<file path="config.mk">
export PLATFORM = sky130hd
export DESIGN_NAME = bt_update_queue
export DESIGN_NICKNAME = d
export VERILOG_FILES = /design/src/rtl/bt_update_queue_pkg.sv /design/src/rtl/bt_update_queue_compact.sv /design/src/rtl/bt_update_queue.sv
export SDC_FILE = /design/constraint.sdc
export NUM_CORES = 1
export LEC_CHECK = 0
export BUFFER_PORTS_ARGS = -buffer_cell sky130_fd_sc_hd__buf_2
export CORE_UTILIZATION = 25
export CTS_CLUSTER_DIAMETER = 50
export DETAILED_ROUTE_END_ITERATION = 8
export PLACE_DENSITY = 0.54
export SYNTH_ARGS = -nofsm -noshare
export SYNTH_HDL_FRONTEND = slang
export SYNTH_SLANG_ARGS = --single-unit
</file>
<file path="constraint.sdc">
create_clock -name clk -period 16.3 [get_ports clk]
set_input_delay 3.26 -clock clk [delete_from_list [all_inputs] [get_ports clk]]
set_output_delay 3.26 -clock clk [all_outputs]
set_load 0.005 [all_outputs]
</file>
<file path="src/rtl/bt_update_queue_pkg.sv">
// Shared core types for the branch-target update queue: the BTUpdate record,
// the fetch-offset type and the drop counter width.
package bt_update_queue_pkg;

  localparam int DROP_CNT_W = 16;

  typedef logic [2:0] FetchOff_t;

  typedef struct packed {
    logic [31:0] src;
    logic [31:0] dst;
    logic        isJump;
    logic        isCall;
    logic        compressed;
    logic        clean;
    logic        multiple;
    FetchOff_t   multipleOffs;
    FetchOff_t   fetchStartOffs;
    logic        valid;
  } BTUpdate;

  // A newer record for the same source replaces the target info but keeps src, clean and valid.
  function automatic BTUpdate merge_rec(input BTUpdate old_rec, input BTUpdate new_rec);
    BTUpdate r;
    r                = old_rec;
    r.dst            = new_rec.dst;
    r.isJump         = new_rec.isJump;
    r.isCall         = new_rec.isCall;
    r.compressed     = new_rec.compressed;
    r.multiple       = new_rec.multiple;
    r.multipleOffs   = new_rec.multipleOffs;
    r.fetchStartOffs = new_rec.fetchStartOffs;
    return r;
  endfunction

endpackage

</file>
<file path="src/rtl/bt_update_queue_compact.sv">
// Combinational compactor: packs the valid input records to the low slots in
// ascending port order and reports how many there are.
module bt_update_compact
  import bt_update_queue_pkg::*;
#(
  parameter int NUM_IN = 2,
  parameter int CNT_W  = $clog2(NUM_IN + 1)
) (
  input  BTUpdate [NUM_IN-1:0] recs,
  output BTUpdate [NUM_IN-1:0] packed_recs,
  output logic    [CNT_W-1:0]  rec_cnt
);

  int pos_s;

  // Slot j receives the j-th valid input.
  always_comb begin
    packed_recs = '0;
    pos_s       = 0;
    for (int i = 0; i < NUM_IN; i++) begin
      for (int j = 0; j < NUM_IN; j++) begin
        if (recs[i].valid && (j == pos_s)) begin
          packed_recs[j] = recs[i];
        end else begin
          packed_recs[j] = packed_recs[j];
        end
      end
      pos_s = pos_s + (recs[i].valid ? 1 : 0);
    end
    rec_cnt = CNT_W'(pos_s);
  end

endmodule

</file>
<file path="src/rtl/bt_update_queue.sv">
// Circular FIFO collecting BTB update records from several ALUs and draining
// one per cycle to the BTB. Optional same-source merging under BTUQ_MERGE_EN.
module bt_update_queue
  import bt_update_queue_pkg::*;
#(
  parameter int NUM_IN = 2,
  parameter int DEPTH  = 4
) (
  input  logic                     clk,
  input  logic                     rst,
  input  BTUpdate [NUM_IN-1:0]     IN_btUpdates,
  input  logic                     IN_btReady,
  input  logic                     IN_clear,
  output BTUpdate                  OUT_btUpdate,
  output logic                     OUT_dropped,
  output logic [DROP_CNT_W-1:0]    OUT_dropCnt
);

  localparam int PW = $clog2(DEPTH);
  localparam int CW = $clog2(NUM_IN + 1);

  BTUpdate               mem_r [DEPTH];
  logic [PW-1:0]         rd_ptr_r;
  logic [PW-1:0]         wr_ptr_r;
  logic [PW:0]           count_r;
  logic                  dropped_r;
  logic [DROP_CNT_W-1:0] drop_cnt_r;

  BTUpdate [NUM_IN-1:0]  packed_s;
  logic [CW-1:0]         rec_cnt_s;
  BTUpdate               wmem_s [DEPTH];
  logic [PW-1:0]         wp_s;
  logic                  deq_s;
  logic                  hit_s;
  int                    free_s;
  int                    n_enq_s;
  int                    n_drop_s;
  logic [PW:0]           count_nxt_s;
  logic [DROP_CNT_W:0]   drop_sum_s;
`ifdef BTUQ_MERGE_EN
  logic [DEPTH-1:0]      live_s;
`endif

  bt_update_compact #(
    .NUM_IN (NUM_IN),
    .CNT_W  (CW)
  ) u_compact (
    .recs        (IN_btUpdates),
    .packed_recs (packed_s),
    .rec_cnt     (rec_cnt_s)
  );

  // Next storage image, write pointer and enqueue/drop counts for this cycle.
  always_comb begin
    deq_s   = (count_r != '0) && IN_btReady;
    free_s  = DEPTH - int'(count_r) + (deq_s ? 1 : 0);
    wp_s    = wr_ptr_r;
    n_enq_s = 0;
    n_drop_s = 0;
    hit_s   = 1'b0;
    for (int s = 0; s < DEPTH; s++) begin
      wmem_s[s] = mem_r[s];
    end
`ifdef BTUQ_MERGE_EN
    // The head leaving this cycle is no longer a merge candidate.
    for (int s = 0; s < DEPTH; s++) begin
      live_s[s] = ({1'b0, PW'(PW'(s) - rd_ptr_r)} < count_r) && !(deq_s && (PW'(s) == rd_ptr_r));
    end
`endif
    for (int j = 0; j < NUM_IN; j++) begin
      hit_s = 1'b0;
`ifdef BTUQ_MERGE_EN
      for (int s = 0; s < DEPTH; s++) begin
        if ((j < int'(rec_cnt_s)) && !hit_s && live_s[s] && (wmem_s[s].src == packed_s[j].src)) begin
          hit_s     = 1'b1;
          wmem_s[s] = merge_rec(wmem_s[s], packed_s[j]);
        end else begin
          hit_s = hit_s;
        end
      end
`endif
      if ((j < int'(rec_cnt_s)) && !hit_s) begin
        if (n_enq_s < free_s) begin
          wmem_s[wp_s] = packed_s[j];
`ifdef BTUQ_MERGE_EN
          live_s[wp_s] = 1'b1;
`endif
          wp_s    = wp_s + PW'(1);
          n_enq_s = n_enq_s + 1;
        end else begin
          n_drop_s = n_drop_s + 1;
        end
      end else begin
        n_enq_s = n_enq_s;
      end
    end
    count_nxt_s = count_r + (PW+1)'(n_enq_s) - (PW+1)'(deq_s);
    drop_sum_s  = {1'b0, drop_cnt_r} + (DROP_CNT_W+1)'(n_drop_s);
  end

  // Control state: pointers, occupancy and drop accounting.
  always_ff @(posedge clk) begin
    if (rst) begin
      rd_ptr_r   <= '0;
      wr_ptr_r   <= '0;
      count_r    <= '0;
      dropped_r  <= 1'b0;
      drop_cnt_r <= '0;
    end else if (IN_clear) begin
      rd_ptr_r   <= '0;
      wr_ptr_r   <= '0;
      count_r    <= '0;
      dropped_r  <= 1'b0;
    end else begin
      rd_ptr_r   <= rd_ptr_r + PW'(deq_s);
      wr_ptr_r   <= wp_s;
      count_r    <= count_nxt_s;
      dropped_r  <= (n_drop_s != 0);
      drop_cnt_r <= drop_sum_s[DROP_CNT_W] ? {DROP_CNT_W{1'b1}} : drop_sum_s[DROP_CNT_W-1:0];
    end
  end

  // Record storage; contents are don't-care while unoccupied, so no reset.
  always_ff @(posedge clk) begin
    if (!rst && !IN_clear) begin
      for (int s = 0; s < DEPTH; s++) begin
        mem_r[s] <= wmem_s[s];
      end
    end
  end

  // Head entry straight from storage.
  always_comb begin
    OUT_btUpdate       = mem_r[rd_ptr_r];
    OUT_btUpdate.valid = (count_r != '0);
  end

  assign OUT_dropped = dropped_r;
  assign OUT_dropCnt = drop_cnt_r;

endmodule

</file>
Yosys cells after proc, flatten, opt, wreduce, memory -nomap -nowiden

Memory sizes are Yosys's and may differ from the RTL's. A register that Yosys moved wholly into a read port is not among the register bits.
Cells that the tools add are included.

Flip-flop bits (word level): 24
Memory bits (writable): 304
Input port bits: 156
Memories: 1

Memories:

| memory | depth | bits a word | read ports | clocked after memory_dff | write ports | RTL line              | RTL |
|---|---|---|---|---|---|---|---|
| mem_r  | 4     | 76          | 5          | 1                        | 4           | bt_update_queue.sv:22 | `BTUpdate mem_r [DEPTH];` |

Add/subtract/negate cells: 11
Magnitude comparators: 8
Eq/ne operators: 1
Muxes and demuxes: 32
Bitwise gates (word level): 2
Reduce and logical (&&, ||, !) cells: 12

Operators with widths:

| cell                    | number |
|---|---|
| $mux W304               | 4 |
| $bwmux W304             | 2 |
| $mux W76                | 5 |
| $demux W76 S2           | 2 |
| $mux W32                | 2 |
| $add A32 B2 Y32 const B | 1 |
| $eq A2 B32 Y1 const A   | 1 |
| $logic_not A32 Y1       | 1 |
| $lt A32 B5 Y1           | 1 |
| $reduce_bool A32 Y1     | 1 |
| $add A16 B17 Y17        | 1 |
| $mux W16                | 1 |
| $mux W2                 | 5 |
| $mux W1                 | 9 |
| $ge A3 B3 Y1 const B    | 2 |
| $logic_and A1 B1 Y1     | 6 |
| $lt A3 B1 Y1 const B    | 2 |
| $mux W3                 | 2 |
| $not A2 Y3              | 2 |
| $add A4 B2 Y5           | 1 |
| $lt A1 B5 Y1 const A    | 1 |
| $add A2 B1 Y2 const B   | 2 |
| $lt A1 B2 Y1 const A    | 2 |
| $sub A3 B3 Y4 const A   | 1 |
| 8 further kinds         | 9 |

Depth between registers and ports, before layout

Gate-level depths: netlist (run 1).

Depth after elaboration: 15
Mapped depth: 23

By module

A second synthesis (run 1) with hierarchy kept.

Cell total of the unflattened synthesis: 1807
Area total of the unflattened synthesis: 19657.6 um^2

By module, submodules not included:

| module            | instances | cells each | area an instance (um^2) | sequential area each (um^2) |
|---|---|---|---|---|
| bt_update_queue   | 1         | 1622       | 18327.6                 | 9489.1 |
| bt_update_compact | 1         | 185        | 1330.0                  | 0.0 |

Worst setup path after synthesis (run 1)

No wires, ideal clock.

Path type: input to register
Start: input port rst
End: register wr_ptr_r[1]
Library setup time: 0.120 ns
Arrival: 17.505 ns
Setup slack: -1.325 ns
Stages on the path: 4
Path through: clkbuf_1 nor2_1 o21ai_0 a21oi_1

Cells in the longest elaborated chain, start to end: 1

RTL lines:

| item                              | RTL line               | RTL |
|---|---|---|
| from (decl)                       | bt_update_queue.sv:10  | `input logic rst,` |
| $reduce_or A2 Y1 (no source line) | n/a                    |  |
| to (signal assigned)              | bt_update_queue.sv:116 | `wr_ptr_r <= wp_s;` |
| to (decl)                         | bt_update_queue.sv:24  | `logic [PW-1:0] wr_ptr_r;` |

Every way passes these cells.
A chain may end at the register's enable or synchronous reset.

==> results of run 1 <==
## worst max-delay path: stages
cell,delay [ns]
buf_2,0.08
nor2b_1,0.26
ha_1,0.23
ha_1,0.27
nor3_2,0.73
a211o_1,0.33
mux2i_1,0.37
inv_1,0.13
ha_1,0.25
o2111ai_4,0.46
buf_4,0.65
buf_4,0.69
o221ai_1,0.25
o21ai_0,0.14
## metal layers
metal,up-vias,track usage (%)
met2,668,27.3
met5,-,0
li1,6710,-
met1,7549,22.1
met3,109,3.61
met4,8,5.31
## kinds of logic (layout without fill, tap and decap cells)
family	after synthesis	count (layout)	synth area share, %
adders and majority gates	22	22	1.53
buffers and inverters	270	468	7.69
xor gates and xnor gates	17	17	0.906
DFF	324	324	50.2
AOI/OAI and AO/OA	724	724	28.7
muxes	82	82	9.31
and+or+nand+nor	59	59	1.68
## cell type report
| cell class | count | area [um2] |
|---|---|---|
| clock inverter | 39 | 432 |
| multi-input combinational | 904 | 8070 |
| clock buffer | 59 | 1390 |
| fill | 7549 | 52300 |
| tap | 969 | 1210 |
| inverter | 93 | 349 |
| sequential | 324 | 9500 |
| timing repair buffer | 277 | 1470 |
## how the worst max path moves through the flow
| stage | from | cells after the start | slack, ns | end |
|---|---|---|---|---|
| final | IN_btReady | 14 | 8.58 | mem_r[3][42] |
| after global routing | IN_btReady | 14 | 8.15 | mem_r[3][39] |
| after CTS | IN_btReady | 14 | 8.58 | mem_r[3][42] |
| after detailed placement | IN_btReady | 14 | 7.94 | mem_r[3][37] |
| after global placement | IN_btReady | 14 | 8.04 | mem_r[3][54] |
| after floorplan | rst | 4 | 4.06 | wr_ptr_r[1] |
## power breakdown
| group | switching, uW | leakage [uW] | internal [uW] |
|---|---|---|---|
| logic | 901 | 0.00364 | 566 |
| registers | 92.3 | 0.00301 | 1200 |
| clock network | 434 | 0.000885 | 730 |
## cell usage after synthesis, drive strengths merged, types with 2 or more instances
library cell    n  area (um2)
mux2i           6        60.1
xnor2          13         136
nand2b          3        21.3
and2            4        25.0
edfxtp        300        9010
fa              2        40.0
o221ai        300        2790
o21ai         312        1590
buf           120         892
xor2            4        35.0
mux4           75        1690
ha             20         250
nor2b           4        25.0
nand4           2        12.5
nor2           12        45.0
o21a            5        38.8
nor3b           4        30.0
nand2          13        48.8
a221o          75         751
nand3           6        30.0
o2111ai         4         105
clkbuf         57         214
a21oi          20         100
nor3            3        20.0
dfxtp          24         480
inv            93         349
and3            3        18.8
## stage by stage
stage / util (%) / cells / area, um2
detailed placement: 27.6 / 2567 / 20600
floorplan: - / 1498 / 18900
CTS: 30.0 / 2665 / 22400
global placement: 27.6 / 2567 / 20600
finish: 30.0 / 2665 / 22400
global route: 30.0 / 2665 / 22400
## registers in the layout, summed over array words and instances, names as in the netlist
signal and cells:
mem_r 300, count_r 3, wr_ptr_r 2, rd_ptr_r 2
OUT_dropped 1, OUT_dropCnt 16
==> metrics, run 1 <==
status finished, final reports clean; CTS-repair resized insts 0; Hold Vio Cnt, Final 0; highest metal used met5; min Tclk post-route 7.72 ns; Worst setup SP type input port; post-synthesis register bit count 324; Max Slew Vio Count 0; gr usage total 16.8%; worst hold path type reg2reg; Final TNS setup 0 ns; sequential fraction of the synthesis area 50.2%; Avg Cell Area, Syn 12.6 um2; R2R Setup Slk 10.36 ns; post-route clock period utilization 47.4%; CTS Buf Count 54; # nets final 1832; TritonCTS clock tree built; ant diodes 0; commonest cells after routing, fill and taps aside 300 x edfxtp_1, 274 x o221ai_1, 247 x buf_2; Layout area overhead 18.5%; I/O pins 249; # Post-CTS Setup Buffers 0; Core Rows 100; DR pass1 iterations 5; hold_buf cts 0; Worst slew margin 21.6%; Root Driver clkbuf_16; hold slack 0.537 ns; Syn Nets 1676; Initial Util 25.3%; Distinct cells, synth 54; Critical Path AT 8.13 ns; Hold Path Origin OUT_dropCnt[10]; Congestion Overflow GR 0; hold endpoint OUT_dropCnt[10]; die height 277 um; Worst Path Required 16.71 ns; Skew-Pair Late Insertion Delay 0.60 ns; cell count of the worst reg-to-reg path 16; share of cells above drive strength 1 29.1%; # clock sinks 324; Clock transition at path regs 0.05 ns; Setup CP Type in2reg; Mapped Area 18900 um2; core area 74700 um2; routed wire length 65.6 mm; Syn. warnings 0; port bufs 248; Mapped Cells 1498; DR vias/cell 5.65; clk buf depth 3; dominant synthesized flop cell edfxtp_1; 1st-iter DRT viols 1386; Antenna Nets Post-Route 0; worst vdd ir 0.000207 V; routed metal-1 wirelength 27.7 mm; first-pass GRT wire length 99.7 mm; Die Wd 277 um; vias in the first global route 15.8k; Setup crit end kind flop; via count 15.0k; DP HPWL 36.4 mm; RSZ-0062 raised after global routing no; commonest non-fill, non-tap cell in the layout edfxtp_1; CTS H-tree depth 2; met3 WL post-DR 4.86 mm; Routability Congestion 0.760; Tot Pwr 3930 uW; RR Endpoint mem_r[3][42]; MaxCap Viol Count 0; setup slack after placement 7.94 ns; Final Skew 0.0229 ns; Worst Tran Pin Value 1.17 ns; final number of setup-violating endpoints 0; met2 WL post-DR 31.5 mm; Post-synth EDFFs 300; hold path cells 2; DRC errors left 0; die area 76800 um2; initial antenna violation count 4; fmax 130 MHz; min setup slack post-route 8.58 ns; largest net degree at the start of global routing 169; CP max FO 66; pwr dens 175 nW/um2; FFs w/ async S/R, synth 0%; drt wl/cell 24.6 um; RR Startpoint count_r[0]; Leakage 0.00754 uW
Power figures use the tool's default switching activity.
==> inputs of run 2 (changes only) <==
--- a/config.mk
+++ b/config.mk
@@ -9,7 +9,7 @@
 export CORE_UTILIZATION = 25
 export CTS_CLUSTER_DIAMETER = 50
 export DETAILED_ROUTE_END_ITERATION = 8
-export PLACE_DENSITY = 0.54
+export PLACE_DENSITY = 0.53
 export SYNTH_ARGS = -nofsm -noshare
 export SYNTH_HDL_FRONTEND = slang
 export SYNTH_SLANG_ARGS = --single-unit
==> constraint.sdc (replaced) <==
create_clock -name clk -period 7.2 [get_ports clk]
set_input_delay 1.44 -clock clk [delete_from_list [all_inputs] [get_ports clk]]
set_output_delay 1.44 -clock clk [all_outputs]
set_load 0.005 [all_outputs]
==> run 2 against run 1 <==
Net effect: global-route usage is 0.29 points lower; clock power is 130% higher; via count is 0.97% higher; utilization is 0.11 points higher; count of clock-buffer cells in the layout is 4 higher; worst hold slack better by 0.0076 ns; first-iteration DRC count is 5.4% higher; flip-flop and latch count stayed put; critical endpoint is now OUT_dropCnt[10]; highest routed layer unchanged.
==> metrics, run 2 (synthesis gave the netlist of run 1 again) <==
status finished, final reports clean; CTS Buf Count 56 (+3.7%); commonest non-fill, non-tap cell in the layout edfxtp_1; Setup CP Type in2reg; Skew-Pair Late Insertion Delay 0.60 ns (about the same); DR pass1 iterations 5 (unchanged); Congestion Overflow GR 0 (unchanged); fmax 185 MHz; share of cells above drive strength 1 29.3% (+0.27 points); cell count of the worst reg-to-reg path 21 (+5); Buf/Inv on CP 3 (-1); worst vdd ir 0.000470 V (+130%); Die Wd 277 um (unchanged); final number of setup-violating endpoints 0 (unchanged); MaxCap Viol Count 0 (unchanged); Max Slew Vio Count 0 (unchanged); gr usage total 16.5% (-0.29 points); min setup slack post-route 1.78 ns (-6.79 ns); Worst setup SP type input port; Setup crit end kind flop; Int Power 5630 uW (+130%); die area 76800 um2 (unchanged); post-route clock period utilization 75.2%; Comb power frac 37.9% (+0.5 points); # clock sinks 324 (unchanged); # nets final 1838 (+0.33%); Routability Congestion 0.750 (-1.3%); Final TNS setup 0 ns (unchanged); DR vias/cell 5.68 (+0.67%); DRC errors left 0 (unchanged); Initial Util 25.3% (unchanged); NetSw 3280 uW (+130%); Worst Tran Pin Value 1.15 ns (-0.0216 ns); die height 277 um (unchanged); ant diodes 0 (unchanged); routed wire length 65.3 mm (-0.43%); CTS H-tree depth 2 (unchanged); Crit path depth 19 (+5); Reg with most FFs mem_r; Largest register FFs 300 (unchanged); via count 15.2k (+0.97%); Antenna Nets Post-Route 0 (unchanged); Clock transition at path regs 0.06 ns (about the same); first-pass GRT wire length 97.6 mm (-2.1%); Critical Path AT 5.89 ns (-2.24 ns); Tot Pwr 8900 uW (+130%); clock share of power 29.5% (about the same); Layout area overhead 19.0%; commonest cells after routing, fill and taps aside 300 x edfxtp_1, 274 x o221ai_1, 247 x buf_2; Worst slew margin 23.4% (+1.8 points); Critical Path Max Stage Delay 0.88 ns (+0.15 ns); Worst Path Required 7.68 ns (-9.03 ns); largest net degree at the start of global routing 144 (-15%); worst hold path type reg2reg; 1st-iter DRT viols 1461 (+5.4%); Root Driver clkbuf_16; hold_buf cts 0 (unchanged); vias in the first global route 15.4k (-2.4%); port bufs 248 (unchanged); Hold Vio Cnt, Final 0 (unchanged); crit-path cells buf_2 > nor2b_1 > ha_1 > nand3b_1 > xnor2_2 > nor2_1 > a21oi_1 > inv_1 > ha_1 > nand2_1 > nand2_1 > ha_1 > inv_1 > fa_1 > nor3b_1 > nor3b_1 > nand3_1 > mux2i_1 > nor2_1; Worst path top cell family by delay simple AND/OR/NAND/NOR gates; DP HPWL 35.4 mm (-2.7%); switching share of power 36.8% (+0.46 points); Core Rows 100 (unchanged); Sequential Power Share 32.6% (-0.4 points); pwr dens 396 nW/um2 (+130%); CTS-repair resized insts 0 (unchanged); post-placement cell count 2571 (+0.16%); drt wl/cell 24.4 um (-0.73%); RSZ-0062 raised after global routing no; # Post-CTS Setup Buffers 0 (unchanged); CP most frequent cell ha_1; Crit-path slowest cell xnor2_2; layout filler cell count 7597 (+0.64%); Final Skew 0.0343 ns (+0.0113 ns); TritonCTS clock tree built; clk buf depth 3 (unchanged); core area 74700 um2 (unchanged); hold path cells 2 (unchanged); CP max FO 11 (-83%); setup slack after placement 1.11 ns (-6.83 ns); initial antenna violation count 2 (-2); Leakage 0.00757 uW (+0.46%); min Tclk post-route 5.42 ns; Post-Layout Cell Count 2673 (+0.30%); I/O pins 249 (unchanged)
==> run 2: cell types whose count changed in the layout (fill, tap and decap cells not counted), moves of 2 or more <==
| cell | before | now |
|---|---|---|
| inv_6 | 5 | 11 |
| buf_12 | 1 | 5 |
| bufinv_16 | 7 | 4 |
| clkinv_2 | 7 | 4 |
| clkbuf_1 | 4 | 6 |
| clkbuf_16 | 55 | 57 |
| clkinv_4 | 9 | 7 |
| clkinvlp_4 | 4 | 6 |
==> run 2: final timing paths <==
path,startpoint,endpoint,slack [ns]
min,OUT_dropCnt[10],OUT_dropCnt[10],0.54
max reg2reg,count_r[0],OUT_dropCnt[10],1.81
min reg2reg,OUT_dropCnt[10],OUT_dropCnt[10],0.54
max,IN_btReady,OUT_dropCnt[10],1.78
==> run 2: tightest hold or removal path: cells and delay by family (launching register included) <==
family,cells,cell delay [ns]
flops,1,0.36
simple gates,1,0.07
mux,1,0.08
==> run 2: through the flow <==
step                      instance area, um2  utilization (%)  hold WS, ns
after global placement                 20700             27.7        0.541
final                                  22500             30.1        0.545
after detailed placement               20700             27.7        0.533
after CTS                              22500             30.1        0.547
after global routing                   22500             30.1        0.569
after floorplan                        18900                -        0.520
==> run 2: final cells by class <==
cell class	count	area [um2]	area share (%)
Multi-Input combinational cell	904	8070	35.9
Sequential cell	324	9500	42.2
Clock buffer	63	1450	6.44
Clock inverter	39	379	1.68
Tap cell	969	1210	5.39
Timing Repair Buffer	281	1550	6.90
Inverter	93	349	1.55
==> run 2: power groups by stage <==
| stage | Sequential, uW | Combinational (uW) | Clock, uW |
|---|---|---|---|
| 2_1_floorplan | 2880 | 2390 | 0 |
| 3_3_place_gp | 2910 | 3260 | 0 |
| 3_5_place_dp | 2940 | 3360 | 0 |
| 4_1_cts | 2900 | 3360 | 2680 |
| 5_1_grt | 2950 | 3650 | 2750 |
| 6_report | 2910 | 3370 | 2620 |
==> run 2: routing by layer <==
metal | part of all wire [%] | track usage [%] | up-vias
li1 | - | - | 6728
met1 | 41 | 21.2 | 7632
met2 | 49 | 27.9 | 733
met3 | 8.3 | 3.39 | 95
met4 | 1.8 | 4.47 | 2
met5 | 0.020 | 0 | -
